File: src/rtl/delay_requester_if.sv
// Request/handshake bundle between the game FSM, the delay requester and
// the tick Counter. The master side is the delay requester itself.
interface delay_requester_if #(
  parameter int WIDTH = 12
);
  logic             i_Start;
  logic [WIDTH-1:0] i_Delay;
  logic             i_Abort;
  logic [WIDTH-1:0] i_Count;
  logic             i_TwoSec;
  logic             o_RstCounter;
  logic             o_ActCounter;
  logic             o_Busy;
  logic             o_Done;
  logic             o_Err;

  modport master (
    input  i_Start, i_Delay, i_Abort, i_Count, i_TwoSec,
    output o_RstCounter, o_ActCounter, o_Busy, o_Done, o_Err
  );

  modport slave (
    output i_Start, i_Delay, i_Abort, i_Count, i_TwoSec,
    input  o_RstCounter, o_ActCounter, o_Busy, o_Done, o_Err
  );
endinterface

File: src/rtl/delay_requester.sv
// Timed-wait initiator: clears and runs the tick Counter, watches its count
// for completion, overshoot or stall, and reports done or a sticky error.
//
// state | meaning
// IDLE  | waiting for a request; o_Err holds its last value
// CLEAR | one cycle of counter clear
// COUNT | counter enabled, comparing count against the latched delay
// DONE  | one-cycle completion pulse
// ERR   | one cycle after overshoot or stall; o_Err latched
module delay_requester #(
  parameter int WIDTH     = 12,
  parameter int STALL_MAX = 4
) (
  input  logic                clk_2K,
  input  logic                i_Reset,
  delay_requester_if.master   bus
);

  localparam int STALL_W = $clog2(STALL_MAX + 1);
  localparam logic [WIDTH-1:0]   MaxCount   = '1;
  localparam logic [STALL_W-1:0] StallLimit = STALL_W'(STALL_MAX);

  typedef enum logic [2:0] {IDLE, CLEAR, COUNT, DONE, ERR} state_t;

  state_t             state, nextState;
  logic [WIDTH-1:0]   r_Delay, nextDelay;
  logic [WIDTH-1:0]   r_LastCount, nextLast;
  logic [STALL_W-1:0] r_Stall, nextStall, stallInc;
  logic               nextErr;

  // Next-state, datapath and sticky-error decisions.
  always_comb begin
    nextState = state;
    nextDelay = r_Delay;
    nextLast  = r_LastCount;
    nextStall = r_Stall;
    nextErr   = bus.o_Err;
    stallInc  = r_Stall + STALL_W'(1);
    case (state)
      IDLE: begin
        if (bus.i_Start && !bus.i_Abort) begin
          nextDelay = bus.i_Delay;
          nextErr   = 1'b0;
          nextState = (bus.i_Delay != '0) ? CLEAR : DONE;
        end
      end
      CLEAR: begin
        nextState = COUNT;
        nextStall = '0;
        nextLast  = '0;
      end
      COUNT: begin
        if (bus.i_Abort) begin
          nextState = IDLE;
        end else if (bus.i_Count == r_Delay) begin
          nextState = DONE;
        end else if (bus.i_TwoSec && (r_Delay != MaxCount)) begin
          nextState = ERR;
        end else if (bus.i_Count > r_Delay) begin
          nextState = ERR;
        end else if (bus.i_Count == r_LastCount) begin
          nextStall = stallInc;
          if (stallInc >= StallLimit) nextState = ERR;
        end else begin
          nextStall = '0;
          nextLast  = bus.i_Count;
        end
      end
      DONE:    nextState = IDLE;
      ERR:     nextState = IDLE;
      default: nextState = IDLE;
    endcase
    if (nextState == ERR) nextErr = 1'b1;
  end

  // State, datapath and Moore outputs registered from the next state.
  always_ff @(posedge clk_2K or negedge i_Reset) begin
    if (!i_Reset) begin
      state            <= IDLE;
      r_Delay          <= '0;
      r_LastCount      <= '0;
      r_Stall          <= '0;
      bus.o_RstCounter <= 1'b0;
      bus.o_ActCounter <= 1'b0;
      bus.o_Busy       <= 1'b0;
      bus.o_Done       <= 1'b0;
      bus.o_Err        <= 1'b0;
    end else begin
      state            <= nextState;
      r_Delay          <= nextDelay;
      r_LastCount      <= nextLast;
      r_Stall          <= nextStall;
      bus.o_RstCounter <= (nextState == CLEAR);
      bus.o_ActCounter <= (nextState == COUNT);
      bus.o_Busy       <= (nextState == CLEAR) || (nextState == COUNT) || (nextState == DONE);
      bus.o_Done       <= (nextState == DONE);
      bus.o_Err        <= nextErr;
    end
  end

endmodule

File: src/flat_wrapper.sv
// flat-port wrapper written by rule: the top's interface ports become plain ports
module delay_requester_flat 
#(
  parameter int WIDTH     = 12,
  parameter int STALL_MAX = 4
)
  (clk_2K, i_Reset, bus_i_Start, bus_i_Delay, bus_i_Abort, bus_i_Count, bus_i_TwoSec, bus_o_RstCounter, bus_o_ActCounter, bus_o_Busy, bus_o_Done, bus_o_Err);
  delay_requester_if #(.WIDTH(WIDTH)) bus_i ();
  input  logic clk_2K;
  input  logic i_Reset;
  input wire logic [$bits(bus_i.i_Start)-1:0] bus_i_Start;
  input wire logic [$bits(bus_i.i_Delay)-1:0] bus_i_Delay;
  input wire logic [$bits(bus_i.i_Abort)-1:0] bus_i_Abort;
  input wire logic [$bits(bus_i.i_Count)-1:0] bus_i_Count;
  input wire logic [$bits(bus_i.i_TwoSec)-1:0] bus_i_TwoSec;
  output wire logic [$bits(bus_i.o_RstCounter)-1:0] bus_o_RstCounter;
  output wire logic [$bits(bus_i.o_ActCounter)-1:0] bus_o_ActCounter;
  output wire logic [$bits(bus_i.o_Busy)-1:0] bus_o_Busy;
  output wire logic [$bits(bus_i.o_Done)-1:0] bus_o_Done;
  output wire logic [$bits(bus_i.o_Err)-1:0] bus_o_Err;
  assign bus_i.i_Start = bus_i_Start;
  assign bus_i.i_Delay = bus_i_Delay;
  assign bus_i.i_Abort = bus_i_Abort;
  assign bus_i.i_Count = bus_i_Count;
  assign bus_i.i_TwoSec = bus_i_TwoSec;
  assign bus_o_RstCounter = bus_i.o_RstCounter;
  assign bus_o_ActCounter = bus_i.o_ActCounter;
  assign bus_o_Busy = bus_i.o_Busy;
  assign bus_o_Done = bus_i.o_Done;
  assign bus_o_Err = bus_i.o_Err;
  delay_requester #(.WIDTH(WIDTH), .STALL_MAX(STALL_MAX)) u_core (.clk_2K(clk_2K), .i_Reset(i_Reset), .bus(bus_i));
endmodule
File: config.mk
export PLATFORM = sky130hd
export DESIGN_NAME = delay_requester_flat
export DESIGN_NICKNAME = d
export VERILOG_FILES = /design/src/rtl/delay_requester_if.sv /design/src/rtl/delay_requester.sv /design/src/flat_wrapper.sv
export SDC_FILE = /design/constraint.sdc
export NUM_CORES = 1
export LEC_CHECK = 0
export CORE_MARGIN = 4
export CORE_UTILIZATION = 48
export CTS_CLUSTER_SIZE = 8
export DETAILED_ROUTE_END_ITERATION = 16
export GPL_TIMING_DRIVEN = 0
export MAX_ROUTING_LAYER = met4
export PLACE_DENSITY = 0.74
export SYNTH_ARGS = -nofsm -noshare
export SYNTH_HDL_FRONTEND = slang
export SYNTH_SLANG_ARGS = --single-unit
File: constraint.sdc
create_clock -name clk_2K -period 2.54 [get_ports clk_2K]
set_clock_uncertainty 0.2 [all_clocks]
set_input_delay 0.381 -clock clk_2K [delete_from_list [all_inputs] [get_ports clk_2K]]
set_output_delay 0.381 -clock clk_2K [all_outputs]
set_load 0.005 [all_outputs]
[After elaboration in Yosys (flattened, before gate mapping)]
Index checks and enable logic that the tools add are counted.
Cells by class
  magnitude comparators: 2
  eq/ne operators: 14
  multiplexer cells: 24
  bitwise gates (word level): 0
  reductions and logical operators: 14
  $mul: 0
  $add $sub $neg: 1
  divide/modulo/power cells: 0
  shift-type cells: 0
Operators with widths (count)
  12-bit 2-to-1 mux: 5
  3-bit 2-to-1 mux: 12
  12-bit equality test: 2
  12-bit case mux with 2 select lines: 1
  12-bit greater-than comparator: 1
  12-bit != test (second input constant): 1
  12-bit nonzero test: 1
  2-bit != test (second input constant): 5
  3-bit by 2-bit equality test with 1-bit output (second input constant): 3
  3-bit case mux with 3 select lines: 1
  3-bit by 1-bit equality test with 1-bit output (second input constant): 2
  3-bit case mux with 2 select lines: 1
  6-bit AND reduction: 1
  2-bit nonzero test: 3
  5-bit AND reduction: 1
  2-bit AND reduction: 2
  3-bit by 1-bit adder with 3-bit output (second input constant): 1
  3-bit equality test (second input constant): 1
  3-bit greater-or-equal comparator (second input constant): 1
  3-bit logical NOT: 1
  1-bit 2-to-1 mux: 3
  1-bit logical AND: 2
  1-bit logical OR: 2
  2-bit 2-to-1 mux: 1
  1-bit logical NOT: 1
Storage, ports and cells
  input bits: 29
  memories kept: 0
  latch bits: 0
  bits in read-only memories: 0
  output and inout bits: 5
  register bits: 35
  logic and storage cells: 64
  bits in writable memories: 0

[Depth between registers and ports, before layout]
  depth in word-level cells: 12
  depth in mapped cells: 9

[Least setup slack after synthesis]
OpenSTA, ideal clock, no wires.
  kind: input to register
  start point: input port bus_i_Count[9]
  end point: register u_core.r_LastCount[10]
  stages: 8
  buffers on the path: 2
  data required time: 2.217 ns
  data arrival time: 2.143 ns
  library setup time: 0.123 ns
  setup slack: 0.074 ns
  cells stage by stage: ha_1 -> a211oi_2 -> o22ai_1 -> or2_4 -> or4_4 -> buf_6 -> buf_12 -> mux2i_1
Between the ends
  longest elaborated chain between the ends: 3
Ends and longest elaborated chain
  from (decl): RTL line flat_wrapper.sv:14  | input wire logic [$bits(bus_i.i_Count)-1:0] bus_i_Count;
  12-bit greater-than comparator, or another cell as far along: RTL line delay_requester.sv:59  | end else if (bus.i_Count > r_Delay) begin
  2-bit != test (no line)
  6-bit AND reduction (no line) *
  to (signal assigned): RTL line delay_requester.sv:91  | r_LastCount <= nextLast;
  to (decl): RTL line delay_requester.sv:27  | logic [WIDTH-1:0] r_LastCount, nextLast;
Every way passes the cells marked *; elsewhere a longest branch is shown, timed or not.
A chain may end at the register's enable or synchronous reset.

[Final worst setup path]
  start point: input port bus_i_Count[11]
  end point: register u_core.r_LastCount[6]
The elaborated chain is that of the path after synthesis.

==> results by group <==
Logic synthesis
  – Synth top area cells: dfrtp_1, ha_1, mux2i_1, nand2_1, xnor2_1
  – Post-synth EDFFs: 0
  – Mean post-synth cell area: between 9 and 10 um2
  – Yosys warns: 0
  – Largest family of logic cells by synthesized area: simple AND/OR/NAND/NOR gates
  – Synth Area in Simple Gates: a little under a fifth
  – Area share of fa/ha/maj cells after synthesis: 8.08%
  – Post-Synth XOR/XNOR Area: 5.22%
  – #FFs+latches synth: 35
  – Syn nets: around 250
  – Primary FF master, synth: dfrtp_1
  – Top-area cell type share of the netlist area: 43.5%
  – Mux contribution to synthesized area: 6.97%
  – Sequential share of the synthesized area: 43.5%
  – Unique masters post-synth: 37
  – Area of the mapped netlist: 0.00201 mm2
  – Synth area leader: dfrtp_1
  – Ys async rst share: 100%
  – Compound-Gate Fraction of Synth Area: 10.2%
  – Post-Synthesis Cells: about 210

Pwr
  – Psw: between 0.5 and 0.6 mW
  – Internal power: roughly 1.2 mW
  – Clock Power Share: 26.3%
  – Sequential power share: about two fifths
  – Comb power frac: 31.9%
  – Peak supply drop: 441 uV
  – PD cells: ~630 mW/mm2
  – Leakage: 1.29 nW
  – Switching portion of total power: 31.7%

Place
  – Pre-CTS setup slack: -578 ps
  – DPL Wire Length: between 3000 and 4000 um
  – RePlAce Congestion: around 0.91
  – Number of I/O port buffers: 33
  – DP Cell Count: a little under 300

Global route
  – Vias in the first global route: 1570
  – All-layer global routing usage: 19.4%
  – Pin count of the biggest net entering global routing: 36
  – Antenna violations before repair: 0
  – First-pass GRT wire length: 7550 um
  – Global route overflow: 0

Route
  – Drt pass-1 iters: 4
  – ANT nets after route: 0
  – DRT iter0 DRCs: 98
  – DRC: 0
  – Vias per cell: 5.39
  – Wire length per cell: 15.1 um
  – DR vias: 1694
  – Final WL: 4750 um

CTS
  – Clock Sinks: 35
  – Clock Path Buffers: 2
  – Clock transition at path regs: 80 ps
  – CTS tree: built
  – H-Tree Depth: 2
  – Clock latency on the worst-skew pair: 290 ps
  – Root Driver: clkbuf_8
  – Inserted Clock Buffers: 5

STA
  – Final period util: 97.4%
  – Setup violators final: 0
  – Max-slew violations: 0
  – Fin crit period: roughly 2500 ps
  – Max frequency: 0.404 GHz
  – Worst slew margin: between 40% and 50%
  – Hold Violations, Final: 0
  – Slew @ Worst Pin: a little under 800 ps
  – RSZ-0062 raised after global routing: false
  – Final worst slack: 66.8 ps

Outcome
  – Outcome: completed

Floorplanning
  – Die span in x: 72.7 um
  – Row count: 23
  – Core box area: 0.00403 mm2
  – I/O pins: 34
  – Initial core utilization: about half
  – Die ar.: between 0.005 and 0.006 mm2
  – Chip height: 72.7 um

Final layout
  – FILL cells: 328
  – Commonest non-fill, non-tap cell in the layout: dfrtp_1
  – Share of layout cells above drive strength 1: 15.9%
  – Layout Utilization: approximately 67%
  – Final #Nets: a little over 300
  – Most frequent cells in the layout: dfrtp_1, nand2_1, inv_1, clkdlybuf4s50_1
  – Layout area overhead: 33.6%
  – Diodes inserted: 0
  – Final cell count without fillers: 314

Worst setup path
  – Crit-path cells: dlygate4sd2_1 -> ha_1 -> nand4_1 -> or3_4 -> nand2_4 -> or4_4 -> clkbuf_16 -> mux2i_1
  – Largest fanout on the critical path: 5
  – Critical path buffer and inverter count: 2
  – Worst endpoint data arrival time: ~2500 ps
  – CP endpoint kind: register
  – CP Class: primary input to register
  – Startpoint class of the critical path: primary input
  – CP top delay family: simple AND/OR/NAND/NOR gates
  – Crit path required time: 2510 ps
  – Crit-path max cell delay: 620 ps
  – CP max stage cell: or4_4

Flow run
  – Max-cap violations: 0

Hold path
  – Min-delay worst type: primary input to register
cells by family after synthesis:
family,count (synthesis)
XOR/XNOR,12
AND/OR/NAND/NOR,75
multiplexers,14
adder cells (fa/ha/maj),13
buffers and inverters,31
flip-flops,35
AO/OA/AOI/OAI,31
layout make-up:
type	count	area, um2	area share, %
Buffer	5	35.0	1.30
Multi-Input combinational cell	145	1090	40.5
Tap cell	50	62.6	2.33
Sequential cell	35	876	32.6
Clock buffer	8	100	3.72
Timing Repair Buffer	46	432	16.1
Inverter	25	93.8	3.49
worst paths after layout:
path / start / endpoint / slack (ps) / cells past startpoint
min reg2reg: u_core.r_Stall[0] / u_core.r_Stall[0] / 290 / 1
max: bus_i_Count[11] / u_core.r_LastCount[6] / 70 / 8
max reg2reg: u_core.r_Delay[11] / u_core.r_LastCount[6] / 80 / 8
min in group asynchronous: i_Reset / u_core.r_LastCount[2] / 500 / 2
min: bus_i_Count[0] / u_core.r_LastCount[0] / 210 / 3
max in group asynchronous: i_Reset / u_core.r_Delay[4] / 1150 / 2
repair_timing:
item,CTS,global route
endpoints found under the hold margin,26,0
pin swaps,8,7
cloned,0,1
hold buffers,1,0
resized for setup,18,13
buffers inserted,6,5
endpoints found under the setup margin,12,13
layer usage:
metal  global-route usage, %  routed length, um
met3                    5.51                241
met1                    25.6               2220
met5                       -                  0
met2                    28.9               2230
met4                    6.56                 60
power groups by stage:
stage,combinational (mW),clock [mW],sequential (mW)
after floorplan,0.284,0,0.707
after global placement,0.433,0,0.714
after detailed placement,0.445,0,0.718
after CTS,0.484,0.458,0.709
after global routing,0.615,0.486,0.722
final,0.544,0.449,0.712
flip-flops by register name, summed over array words and instances, names as in the netlist:
register,count
u_core.r_Stall,3
u_core.r_Delay,12
u_core.state,3
u_core.bus.o_RstCounter,1
u_core.bus.o_Done,1
u_core.r_LastCount,12
u_core.bus.o_Busy,1
u_core.bus.o_Err,1
u_core.bus.o_ActCounter,1
worst min-delay path, stage by stage:
cell and delay [ps]:
dlymetal6s2s_1 140, inv_1 80, mux2i_1 60
stage by stage:
| stage | instance area (um2) | setup TNS (ps) | total power, mW | hold WS, ps |
|---|---|---|---|---|
| after floorplan | 2010 | 0 | 0.991 | -115 |
| after CTS | 2560 | 0 | 1.65 | 292 |
| after detailed placement | 2400 | -7760 | 1.16 | 275 |
| after global placement | 2400 | -7270 | 1.15 | 275 |
| after global routing | 2690 | 0 | 1.82 | 232 |
| final | 2690 | 0 | 1.70 | 213 |
synthesized netlist by cell type (3+ instances only):
master / n
nor3_1: 5
xnor2_1: 12
nand2_1: 32
nand4_1: 12
inv_1: 25
dfrtp_1: 35
ha_1: 13
nor2b_1: 3
nor4_1: 5
mux2i_1: 14
a21oi_1: 5
clkbuf_1: 4
o21ai_0: 15
nor2_1: 6
(Power assumes the default switching activity.)
